## src/rtl/sample_differentiator_pkg.sv

```systemverilog
// Shared widths, full-scale bounds and FSM encoding for the PID differentiator path.
package sample_differentiator_pkg;

  localparam int unsigned DEF_IN_WIDTH   = 16;
  localparam int unsigned DEF_OUT_WIDTH  = 16;
  localparam int          FULL_SCALE_MAX = 32767;
  localparam int          FULL_SCALE_MIN = -32768;

  typedef enum logic {
    FILL = 1'b0,
    RUN  = 1'b1
  } diff_state_t;

endpackage

```

## src/rtl/sample_differentiator_if.sv

```systemverilog
// Sample stream in, saturated derivative stream out.
interface sample_differentiator_if
  import sample_differentiator_pkg::*;
#(
  parameter int unsigned IN_WIDTH  = DEF_IN_WIDTH,
  parameter int unsigned OUT_WIDTH = DEF_OUT_WIDTH
);

  logic                        strobe_in;
  logic signed [IN_WIDTH-1:0]  in_data;
  logic                        strobe_out;
  logic signed [OUT_WIDTH-1:0] out_data;
  logic                        saturated;
  logic                        primed;

  modport master (
    output strobe_in, in_data,
    input  strobe_out, out_data, saturated, primed
  );

  modport slave (
    input  strobe_in, in_data,
    output strobe_out, out_data, saturated, primed
  );

endinterface

```

## src/rtl/sample_differentiator_saturator.sv

```systemverilog
// Combinational arithmetic left shift followed by clamping to [min_value, max_value].
module signed_left_shift_saturator #(
  parameter int unsigned in_len     = 17,
  parameter int unsigned shift_bits = 4,
  parameter int unsigned out_len    = 16,
  parameter int          max_value  = 32767,
  parameter int          min_value  = -32768
) (
  input  logic signed [in_len-1:0]  din,
  output logic signed [out_len-1:0] dout_c,
  output logic                      sat_c
);

  localparam int unsigned SH_W = in_len + shift_bits;

  logic signed [SH_W-1:0] shifted;
  logic signed [SH_W-1:0] max_ext;
  logic signed [SH_W-1:0] min_ext;

  // Widen before shifting so no magnitude bits are lost, then clamp.
  always_comb begin
    shifted = SH_W'(din) <<< shift_bits;
    max_ext = SH_W'(max_value);
    min_ext = SH_W'(min_value);
    dout_c  = out_len'(shifted);
    sat_c   = 1'b0;
    if (shifted > max_ext) begin
      dout_c = out_len'(max_value);
      sat_c  = 1'b1;
    end else if (shifted < min_ext) begin
      dout_c = out_len'(min_value);
      sat_c  = 1'b1;
    end
  end

endmodule

```

## src/rtl/sample_differentiator.sv

```systemverilog
// D-term differentiator: y = sat((x[n] - x[n-D]) <<< GAIN_SHIFT), one result per input strobe.
module sample_differentiator
  import sample_differentiator_pkg::*;
#(
  parameter int unsigned IN_WIDTH   = DEF_IN_WIDTH,
  parameter int unsigned OUT_WIDTH  = DEF_OUT_WIDTH,
  parameter int unsigned DELAY_LOG2 = 2,
  parameter int unsigned GAIN_SHIFT = 4,
  parameter int          MAX_OUT    = FULL_SCALE_MAX,
  parameter int          MIN_OUT    = FULL_SCALE_MIN
) (
  input  logic                    clkIn,
  input  logic                    reset,
  sample_differentiator_if.slave  bus
);

  localparam int unsigned D      = 1 << DELAY_LOG2;
  localparam int unsigned PTR_W  = (DELAY_LOG2 > 0) ? DELAY_LOG2 : 1;
  localparam int unsigned CNT_W  = DELAY_LOG2 + 1;
  localparam int unsigned DIFF_W = IN_WIDTH + 1;

  diff_state_t                 state;
  logic signed [IN_WIDTH-1:0]  dly [D];
  logic        [PTR_W-1:0]     wr_ptr;
  logic        [CNT_W-1:0]     fill_cnt;

  logic                        strobe_out_q;
  logic signed [OUT_WIDTH-1:0] out_data_q;
  logic                        saturated_q;
  logic                        primed_q;

  logic signed [IN_WIDTH-1:0]  old_sample;
  logic signed [DIFF_W-1:0]    diff;
  logic signed [OUT_WIDTH-1:0] sat_data;
  logic                        sat_flag;

  // Oldest sample sits at the write slot; one extra bit makes the difference overflow-free.
  always_comb begin
    old_sample = dly[wr_ptr];
    diff       = DIFF_W'(bus.in_data) - DIFF_W'(old_sample);
  end

  signed_left_shift_saturator #(
    .in_len     (DIFF_W),
    .shift_bits (GAIN_SHIFT),
    .out_len    (OUT_WIDTH),
    .max_value  (MAX_OUT),
    .min_value  (MIN_OUT)
  ) u_shift_sat (
    .din    (diff),
    .dout_c (sat_data),
    .sat_c  (sat_flag)
  );

  // Delay line, fill/run FSM and registered outputs; reset wins over a coincident strobe.
  always_ff @(posedge clkIn) begin
    if (reset) begin
      state        <= FILL;
      wr_ptr       <= '0;
      fill_cnt     <= '0;
      strobe_out_q <= 1'b0;
      out_data_q   <= '0;
      saturated_q  <= 1'b0;
      primed_q     <= 1'b0;
      for (int i = 0; i < int'(D); i++) begin
        dly[i] <= '0;
      end
    end else begin
      strobe_out_q <= 1'b0;
      if (bus.strobe_in) begin
        dly[wr_ptr]  <= bus.in_data;
        wr_ptr       <= (DELAY_LOG2 == 0) ? '0 : wr_ptr + PTR_W'(1);
        strobe_out_q <= 1'b1;
        case (state)
          FILL: begin
            out_data_q  <= '0;
            saturated_q <= 1'b0;
            fill_cnt    <= fill_cnt + CNT_W'(1);
            if (fill_cnt == CNT_W'(D - 1)) begin
              state    <= RUN;
              primed_q <= 1'b1;
            end
          end
          RUN: begin
            out_data_q  <= sat_data;
            saturated_q <= sat_flag;
          end
          default: state <= FILL;
        endcase
      end
    end
  end

  assign bus.strobe_out = strobe_out_q;
  assign bus.out_data   = out_data_q;
  assign bus.saturated  = saturated_q;
  assign bus.primed     = primed_q;

endmodule
```

## src/flat_wrapper.sv

```systemverilog
// flat-port wrapper written by rule: the top's interface ports become plain ports
module sample_differentiator_flat import sample_differentiator_pkg::*;
#(
  parameter int unsigned IN_WIDTH   = DEF_IN_WIDTH,
  parameter int unsigned OUT_WIDTH  = DEF_OUT_WIDTH,
  parameter int unsigned DELAY_LOG2 = 2,
  parameter int unsigned GAIN_SHIFT = 4,
  parameter int          MAX_OUT    = FULL_SCALE_MAX,
  parameter int          MIN_OUT    = FULL_SCALE_MIN
)
  (clkIn, reset, bus_strobe_in, bus_in_data, bus_strobe_out, bus_out_data, bus_saturated, bus_primed);
  sample_differentiator_if #(.IN_WIDTH(IN_WIDTH), .OUT_WIDTH(OUT_WIDTH)) bus_i ();
  input  logic clkIn;
  input  logic reset;
  input wire logic [$bits(bus_i.strobe_in)-1:0] bus_strobe_in;
  input wire logic [$bits(bus_i.in_data)-1:0] bus_in_data;
  output wire logic [$bits(bus_i.strobe_out)-1:0] bus_strobe_out;
  output wire logic [$bits(bus_i.out_data)-1:0] bus_out_data;
  output wire logic [$bits(bus_i.saturated)-1:0] bus_saturated;
  output wire logic [$bits(bus_i.primed)-1:0] bus_primed;
  assign bus_i.strobe_in = bus_strobe_in;
  assign bus_i.in_data = bus_in_data;
  assign bus_strobe_out = bus_i.strobe_out;
  assign bus_out_data = bus_i.out_data;
  assign bus_saturated = bus_i.saturated;
  assign bus_primed = bus_i.primed;
  sample_differentiator #(.IN_WIDTH(IN_WIDTH), .OUT_WIDTH(OUT_WIDTH), .DELAY_LOG2(DELAY_LOG2), .GAIN_SHIFT(GAIN_SHIFT), .MAX_OUT(MAX_OUT), .MIN_OUT(MIN_OUT)) u_core (.clkIn(clkIn), .reset(reset), .bus(bus_i));
endmodule
```

## config.mk

```make
export PLATFORM = sky130hd
export DESIGN_NAME = sample_differentiator_flat
export DESIGN_NICKNAME = d
export VERILOG_FILES = /design/src/rtl/sample_differentiator_pkg.sv /design/src/rtl/sample_differentiator_if.sv /design/src/rtl/sample_differentiator_saturator.sv /design/src/rtl/sample_differentiator.sv /design/src/flat_wrapper.sv
export SDC_FILE = /design/constraint.sdc
export NUM_CORES = 1
export LEC_CHECK = 0
export BUFFER_PORTS_ARGS = -buffer_cell sky130_fd_sc_hd__buf_2
export CAP_MARGIN = 20
export CORE_UTILIZATION = 56
export CTS_BUF_LIST = sky130_fd_sc_hd__clkbuf_8
export CTS_CLUSTER_DIAMETER = 40
export CTS_CLUSTER_SIZE = 28
export DETAILED_ROUTE_END_ITERATION = 7
export GPL_TIMING_DRIVEN = 1
export PLACE_DENSITY_LB_ADDON = 0.1
export SYNTH_ARGS = -nofsm -noshare
export SYNTH_HDL_FRONTEND = slang
export SYNTH_SLANG_ARGS = --single-unit
```

## constraint.sdc

```tcl
create_clock -name clkIn -period 3.95 [get_ports clkIn]
set_input_delay 0.79 -clock clkIn [delete_from_list [all_inputs] [get_ports clkIn]]
set_output_delay 0.79 -clock clkIn [all_outputs]
set_load 0.01 [all_outputs]
```

==> results.sh, run 1 <==
export IMPL_grt_pass1_vias=3078
export IMPL_viasPerCell=5.83
export IMPL_syn_to_final_growth_pct=11.0
export IMPL_drtIter0Drc=195
export IMPL_wire_per_inst_microns=18.4
export IMPL_drtPass1Iterations=5
export IMPL_layout_worst_path_cycle_share_pct=94.2
export IMPL_fill_cells=632
export IMPL_die_w_microns=93.5
export IMPL_ff2ff_setup_slack_ps=230
export IMPL_critPathMaxStageDelay_ps=510
export IMPL_synth_area_per_cell_sq_um=11.9
export IMPL_hp_class="reg -> reg"
export IMPL_crit_chain="buf_12, mux4_2, inv_1, ha_1, a21o_1, a31oi_4, or3b_1, a211o_1, a2111oi_4, a311oi_2, buf_4, a311o_2"
export IMPL_cp_max_fo=15
export IMPL_ys_ff_latch=88
export IMPL_drv_cap=0
export IMPL_startpoint_type="flop"
export IMPL_critPathTopFamily="compound AO/OA/AOI/OAI gates"
export IMPL_post_cts_setup_buffers=0
export IMPL_yosys_most_used_dff="edfxtp_1"
export IMPL_synth_edf_count=64
export IMPL_slew_viol_final=0
export IMPL_root_buffer="clkbuf_8"
export IMPL_fin_crit_ps=3720
export IMPL_rows=32
export IMPL_cp_arrival_ps=3980
export IMPL_setup_viol=0
export IMPL_vdd_drop_max_v=0.000246
export IMPL_synth_fp_nets=432
export IMPL_critPathRequiredTime_ps=4210
export IMPL_insertedDiodeCount=0
export IMPL_slowest_stage="mux4_2"
export IMPL_grt_ovfl_total=0
export IMPL_start_util_pct=59.4
export IMPL_tightest_slew_ps=908
export IMPL_grt_antenna_before_repair=0
export IMPL_async_reset_ff_share_pct=0
export IMPL_endpoint_kind="flop"
export IMPL_grt_max_degree=18
export IMPL_numCtsBuffers=9
export IMPL_num_vias=3127
export IMPL_p_leak_nw=2.13
export IMPL_ant_nets=0
export IMPL_clock_fmax_ghz=0.269
export IMPL_worst_path_stages=12
export IMPL_yosysSeqAreaShare_pct=51.3
export IMPL_endpoint="u_core.bus.out_data[12]"
export IMPL_cellPowerDensity_nw_per_um2=446
export IMPL_clkSinkCount=88
export IMPL_rsz0062_at_grt="false"
export IMPL_finalSetupTns_ps=0
export IMPL_fin_worst_skew_ps=11.8
export IMPL_relSlewSlack_pct=39.3
export IMPL_final_cell_area_sq_um=5200
export IMPL_dieArea_sq_um=8730
export IMPL_worstReg2RegEnd="u_core.bus.out_data[12]"
export IMPL_core_area_sq_um=7890
export IMPL_die_h_microns=93.5
export IMPL_dp_hpwl_microns=7080
export IMPL_place_area_sq_um=4970
export IMPL_clk_latency_ps=360
export IMPL_ys_warn_count=0
export IMPL_syn_area_sq_um=4680
export IMPL_rr_worst_depth=12
export IMPL_run_status="finished clean"
export IMPL_critPathKind="reg -> reg"
export IMPL_grt_pass1_wl_microns=15900
export IMPL_path_clk_slew_ps=90
export IMPL_ios=38
export IMPL_gp_congestion=0.858
export IMPL_clock_path_buffers=2
export IMPL_portBuffers=37
export IMPL_grt_util_all_layers_pct=24.6
export IMPL_drc=0
export IMPL_postRouteWirelength_microns=9860
export IMPL_synth_cells=393
export IMPL_synth_cell_type_count=59
export IMPL_htree_levels=3
export IMPL_cts_tree="yes"
export IMPL_drive_above_1_share_pct=22.8
export IMPL_nets=468
export IMPL_crit_buf_inv=3
export IMPL_finalHoldViolations=0
## layout make-up
class                           count  area, sq um  share of cell area [%]
Clock buffer                        9          124                    2.38
Clock inverter                      7         95.1                    1.83
Inverter                           22         82.6                    1.59
Multi-Input combinational cell    258         2070                    39.9
Sequential cell                    88         2400                    46.2
Tap cell                          102          128                    2.45
Timing Repair Buffer               50          295                    5.68
## worst min-delay path by stage
stage,endpoint,slack [ps],start,cells after the start
floorplan,u_core.fill_cnt[1],460,u_core.fill_cnt[1],2
global placement,u_core.bus.primed,450,u_core.bus.primed,2
detailed placement,u_core.bus.saturated,450,u_core.bus.saturated,1
CTS,u_core.bus.saturated,480,u_core.bus.saturated,1
global route,u_core.bus.primed,510,u_core.bus.primed,2
finish,u_core.bus.saturated,470,u_core.bus.saturated,1
## repair_timing
item,in CTS,in global routing
gates resized for setup,0,1
endpoints found under the hold margin,0,0
endpoints found under the setup margin,0,7
hold buffers,0,0
## cell families after synthesis
logic type | count (synthesis) | synth area share, %
AND/OR/NAND/NOR | 143 | 17.0
multiplexers | 18 | 8.12
XOR/XNOR | 12 | 2.24
AO/OA/AOI/OAI | 65 | 11.3
buffers and inverters | 47 | 4.60
adder cells (fa/ha/maj) | 20 | 5.50
flip-flops | 88 | 51.3
## registers in the layout (all words and copies together) (netlist names), named ones only
name                   count
u_core.bus.saturated       1
u_core.state               1
u_core.wr_ptr              2
u_core.bus.out_data       13
u_core.dly                64
u_core.fill_cnt            3
u_core.bus.primed          1
u_core.bus.strobe_out      1
## placed cells by master, fill, tap and decap left out, types with 3 or more instances in the layout
| cell | synthesis | routed |
|---|---|---|
| and2_1 | 64 | 64 |
| edfxtp_1 | 64 | 64 |
| buf_2 | 1 | 37 |
| nor2_1 | 28 | 28 |
| dfxtp_1 | 24 | 24 |
| inv_1 | 22 | 23 |
| ha_1 | 19 | 19 |
| mux4_2 | 16 | 16 |
| nand2_1 | 16 | 16 |
| a21oi_1 | 13 | 13 |
| buf_4 | 4 | 12 |
| xnor2_1 | 9 | 9 |
| clkbuf_8 | 0 | 9 |
| a221o_1 | 8 | 8 |
| nand3_1 | 7 | 7 |
| o21ai_0 | 6 | 6 |
| a21o_1 | 5 | 5 |
| nand2b_1 | 4 | 4 |
| o211ai_1 | 4 | 4 |
| nor3_1 | 3 | 3 |
| or2_2 | 3 | 3 |
| nor3b_1 | 3 | 3 |
| nand4_1 | 3 | 3 |
| a211o_1 | 3 | 3 |
| a21boi_0 | 3 | 3 |
| xor2_1 | 3 | 3 |
## cells in the mapped netlist, types with 4 or more instances
cell type / count / area (sq um)
and2_1: 64 / 400
edfxtp_1: 64 / 1920
nor2_1: 28 / 105
dfxtp_1: 24 / 480
inv_1: 22 / 82.6
ha_1: 19 / 238
mux4_2: 16 / 360
nand2_1: 16 / 60.1
clkbuf_1: 15 / 56.3
a21oi_1: 13 / 65.1
xnor2_1: 9 / 78.8
a221o_1: 8 / 80.1
nand3_1: 7 / 35.0
o21ai_0: 6 / 30.0
a21o_1: 5 / 37.5
buf_4: 4 / 30.0
nand2b_1: 4 / 25.0
o211ai_1: 4 / 30.0
## power breakdown
| part | switching [mW] | total [mW] | internal (mW) |
|---|---|---|---|
| combinational | 0.317 | 0.548 | 0.231 |
| clock | 0.346 | 0.705 | 0.359 |
| sequential | 0.0204 | 1.07 | 1.05 |
| total | 0.683 | 2.32 | 1.64 |
## metal layers
| layer | vias up | share of wire [%] | wire length [microns] | global-route usage, % |
|---|---|---|---|---|
| met2 | 95 | 47 | 4610 | 39.2 |
| met1 | 1524 | 46 | 4580 | 34.9 |
| met4 | 0 | 1.3 | 130 | 7.31 |
| li1 | 1494 | - | - | - |
| met3 | 14 | 5.4 | 537 | 3.90 |
| met5 | - | 0 | 0 | 0 |
## per-stage QoR
stage          utilization [%]  total power [mW]  setup slack [ps]  instances  hold WS, ps
5_1_grt                   65.9              2.42              68.6        536          506
6_report                  65.9              2.32               230        536          474
4_1_cts                   65.8              2.32               219        536          475
3_5_place_dp              63.1              1.63               240        520          453
2_1_floorplan                -              1.48              34.0        393          465
3_3_place_gp              63.1              1.62               310        520          448
Note: power is estimated with default switching activity, not from simulation.
==> run 2, diff against run 1 <==
--- a/config.mk
+++ b/config.mk
@@ -7,7 +7,7 @@
 export LEC_CHECK = 0
 export BUFFER_PORTS_ARGS = -buffer_cell sky130_fd_sc_hd__buf_2
 export CAP_MARGIN = 20
-export CORE_UTILIZATION = 56
+export CORE_UTILIZATION = 67
 export CTS_BUF_LIST = sky130_fd_sc_hd__clkbuf_8
 export CTS_CLUSTER_DIAMETER = 40
 export CTS_CLUSTER_SIZE = 28
==> constraint.sdc (replaced) <==
create_clock -name clkIn -period 4.8 [get_ports clkIn]
set_input_delay 0.96 -clock clkIn [delete_from_list [all_inputs] [get_ports clkIn]]
set_output_delay 0.96 -clock clkIn [all_outputs]
set_load 0.1 [all_outputs]
==> results.sh, run 2 (synthesized netlist as in run 1, its figures left out) <==
export IMPL_wire_per_inst_microns=18.7
export IMPL_viasPerCell=6.15
export IMPL_vdd_drop_max_v=0.000280
export IMPL_p_leak_nw=2.08
export IMPL_critPathKind="reg -> reg"
export IMPL_clock_fmax_ghz=0.246
export IMPL_grt_ovfl_total=0
export IMPL_critPathRequiredTime_ps=5110
export IMPL_dieArea_sq_um=7330
export IMPL_slew_viol_final=0
export IMPL_post_cts_setup_buffers=0
export IMPL_root_buffer="clkbuf_8"
export IMPL_critPathMaxStageDelay_ps=750
export IMPL_clock_path_buffers=2
export IMPL_drc=0
export IMPL_grt_util_all_layers_pct=28.6
export IMPL_power_mw=1.86
export IMPL_slowest_stage="a311oi_2"
export IMPL_fill_cells=462
export IMPL_relSlewSlack_pct=34.1
export IMPL_final_cell_mix="64 x and2_1, 64 x edfxtp_1, 37 x buf_2, 28 x nor2_1, 24 x dfxtp_1"
export IMPL_drv_cap=0
export IMPL_setup_viol=0
export IMPL_rsz0062_at_grt="false"
export IMPL_layout_worst_path_cycle_share_pct=84.8
export IMPL_die_h_microns=85.6
export IMPL_drtIter0Drc=174
export IMPL_core_area_sq_um=6760
export IMPL_cts_resized=0
export IMPL_hp_class="reg -> reg"
export IMPL_startpoint_type="flop"
export IMPL_cp_arrival_ps=4380
export IMPL_crit_buf_inv=2
export IMPL_finalSetupTns_ps=0
export IMPL_ant_nets=0
export IMPL_insertedDiodeCount=0
export IMPL_tightest_slew_ps=985
export IMPL_drive_above_1_share_pct=21.7
export IMPL_largest_reg_flops=64
export IMPL_crit_chain="buf_4, mux4_2, inv_1, ha_1, a21oi_1, o21ai_1, nor4b_1, o211ai_1, o311a_1, a311oi_2, a221o_2"
export IMPL_finalHoldViolations=0
export IMPL_grt_pass1_vias=3023
export IMPL_fin_crit_ps=4070
export IMPL_ios=38
export IMPL_grt_pass1_wl_microns=15500
export IMPL_run_status="finished clean"
export IMPL_critPathTopFamily="compound AO/OA/AOI/OAI gates"
export IMPL_grt_antenna_before_repair=0
export IMPL_num_vias=3124
export IMPL_fin_worst_skew_ps=10.1
export IMPL_clk_latency_ps=360
export IMPL_cts_tree="yes"
export IMPL_clkSinkCount=88
export IMPL_path_clk_slew_ps=90
export IMPL_rows=30
export IMPL_htree_levels=3
export IMPL_largest_register="u_core.dly"
export IMPL_dp_hpwl_microns=6860
export IMPL_gp_congestion=0.879
export IMPL_cp_max_fo=13
export IMPL_grt_max_degree=18
export IMPL_postRouteWirelength_microns=9520
export IMPL_start_util_pct=69.3
export IMPL_nets=462
export IMPL_drtPass1Iterations=4
export IMPL_ctsHoldBuffers=0
export IMPL_endpoint_kind="flop"
export IMPL_portBuffers=37
export IMPL_die_w_microns=85.6
export IMPL_syn_to_final_growth_pct=8.87
export IMPL_numCtsBuffers=9
export IMPL_cellPowerDensity_nw_per_um2=366
run 2: changes by cell type in the layout (fill, tap and decap cells not counted), sizes merged:
cell / before / now
clkbuf: 9 / 10
buf: 50 / 44
bufinv: 2 / 1
run 2: metal layers:
metal  part of all wire (%)  global-route usage (%)  vias to the layer above
met5                      0                       0                        -
met4                    1.8                    10.2                        0
met3                    5.8                    4.81                       14
met2                     47                    44.1                      101
met1                     45                    41.6                     1520
li1                       -                       -                     1489
run 2: worst reg2reg max path: stages, from the launching register on:
cell	delay, ps
dfxtp_1	500
buf_4	330
mux4_2	530
inv_1	70
ha_1	310
a21oi_1	240
o21ai_1	140
nor4b_1	550
o211ai_1	190
o311a_1	190
a311oi_2	750
a221o_2	220
run 2: path summary, 6_finish.rpt:
check,to,cells after the start,slack (ps),from
max,u_core.bus.out_data[10],11,730,flop
min,u_core.bus.saturated,1,470,u_core.bus.saturated
max reg2reg,u_core.bus.out_data[10],11,730,flop
min reg2reg,u_core.bus.saturated,1,470,u_core.bus.saturated
run 2: layout make-up:
| type | instances | area (sq um) | share of cell area (%) |
|---|---|---|---|
| Clock buffer | 10 | 138 | 2.70 |
| Clock inverter | 6 | 72.6 | 1.42 |
| Inverter | 22 | 82.6 | 1.62 |
| Multi-Input combinational cell | 258 | 2070 | 40.5 |
| Sequential cell | 88 | 2400 | 47.1 |
| Tap cell | 80 | 100 | 1.96 |
| Timing Repair Buffer | 44 | 238 | 4.66 |
run 2: report_power, final:
part / switching, mW / internal [mW] / total [mW]
Sequential: 0.0202 / 0.860 / 0.880
Combinational: 0.260 / 0.177 / 0.437
Clock: 0.285 / 0.263 / 0.547
run 2: per-stage QoR:
stage	cells	instance area (sq um)	hold slack, ps	utilization, %	setup slack (ps)
global route	508	5100	501	75.5	377
CTS	508	5100	470	75.5	772
floorplan	393	4680	465	-	547
detailed placement	492	4890	448	72.4	733
finish	508	5100	473	75.5	727
global placement	492	4890	447	72.4	799
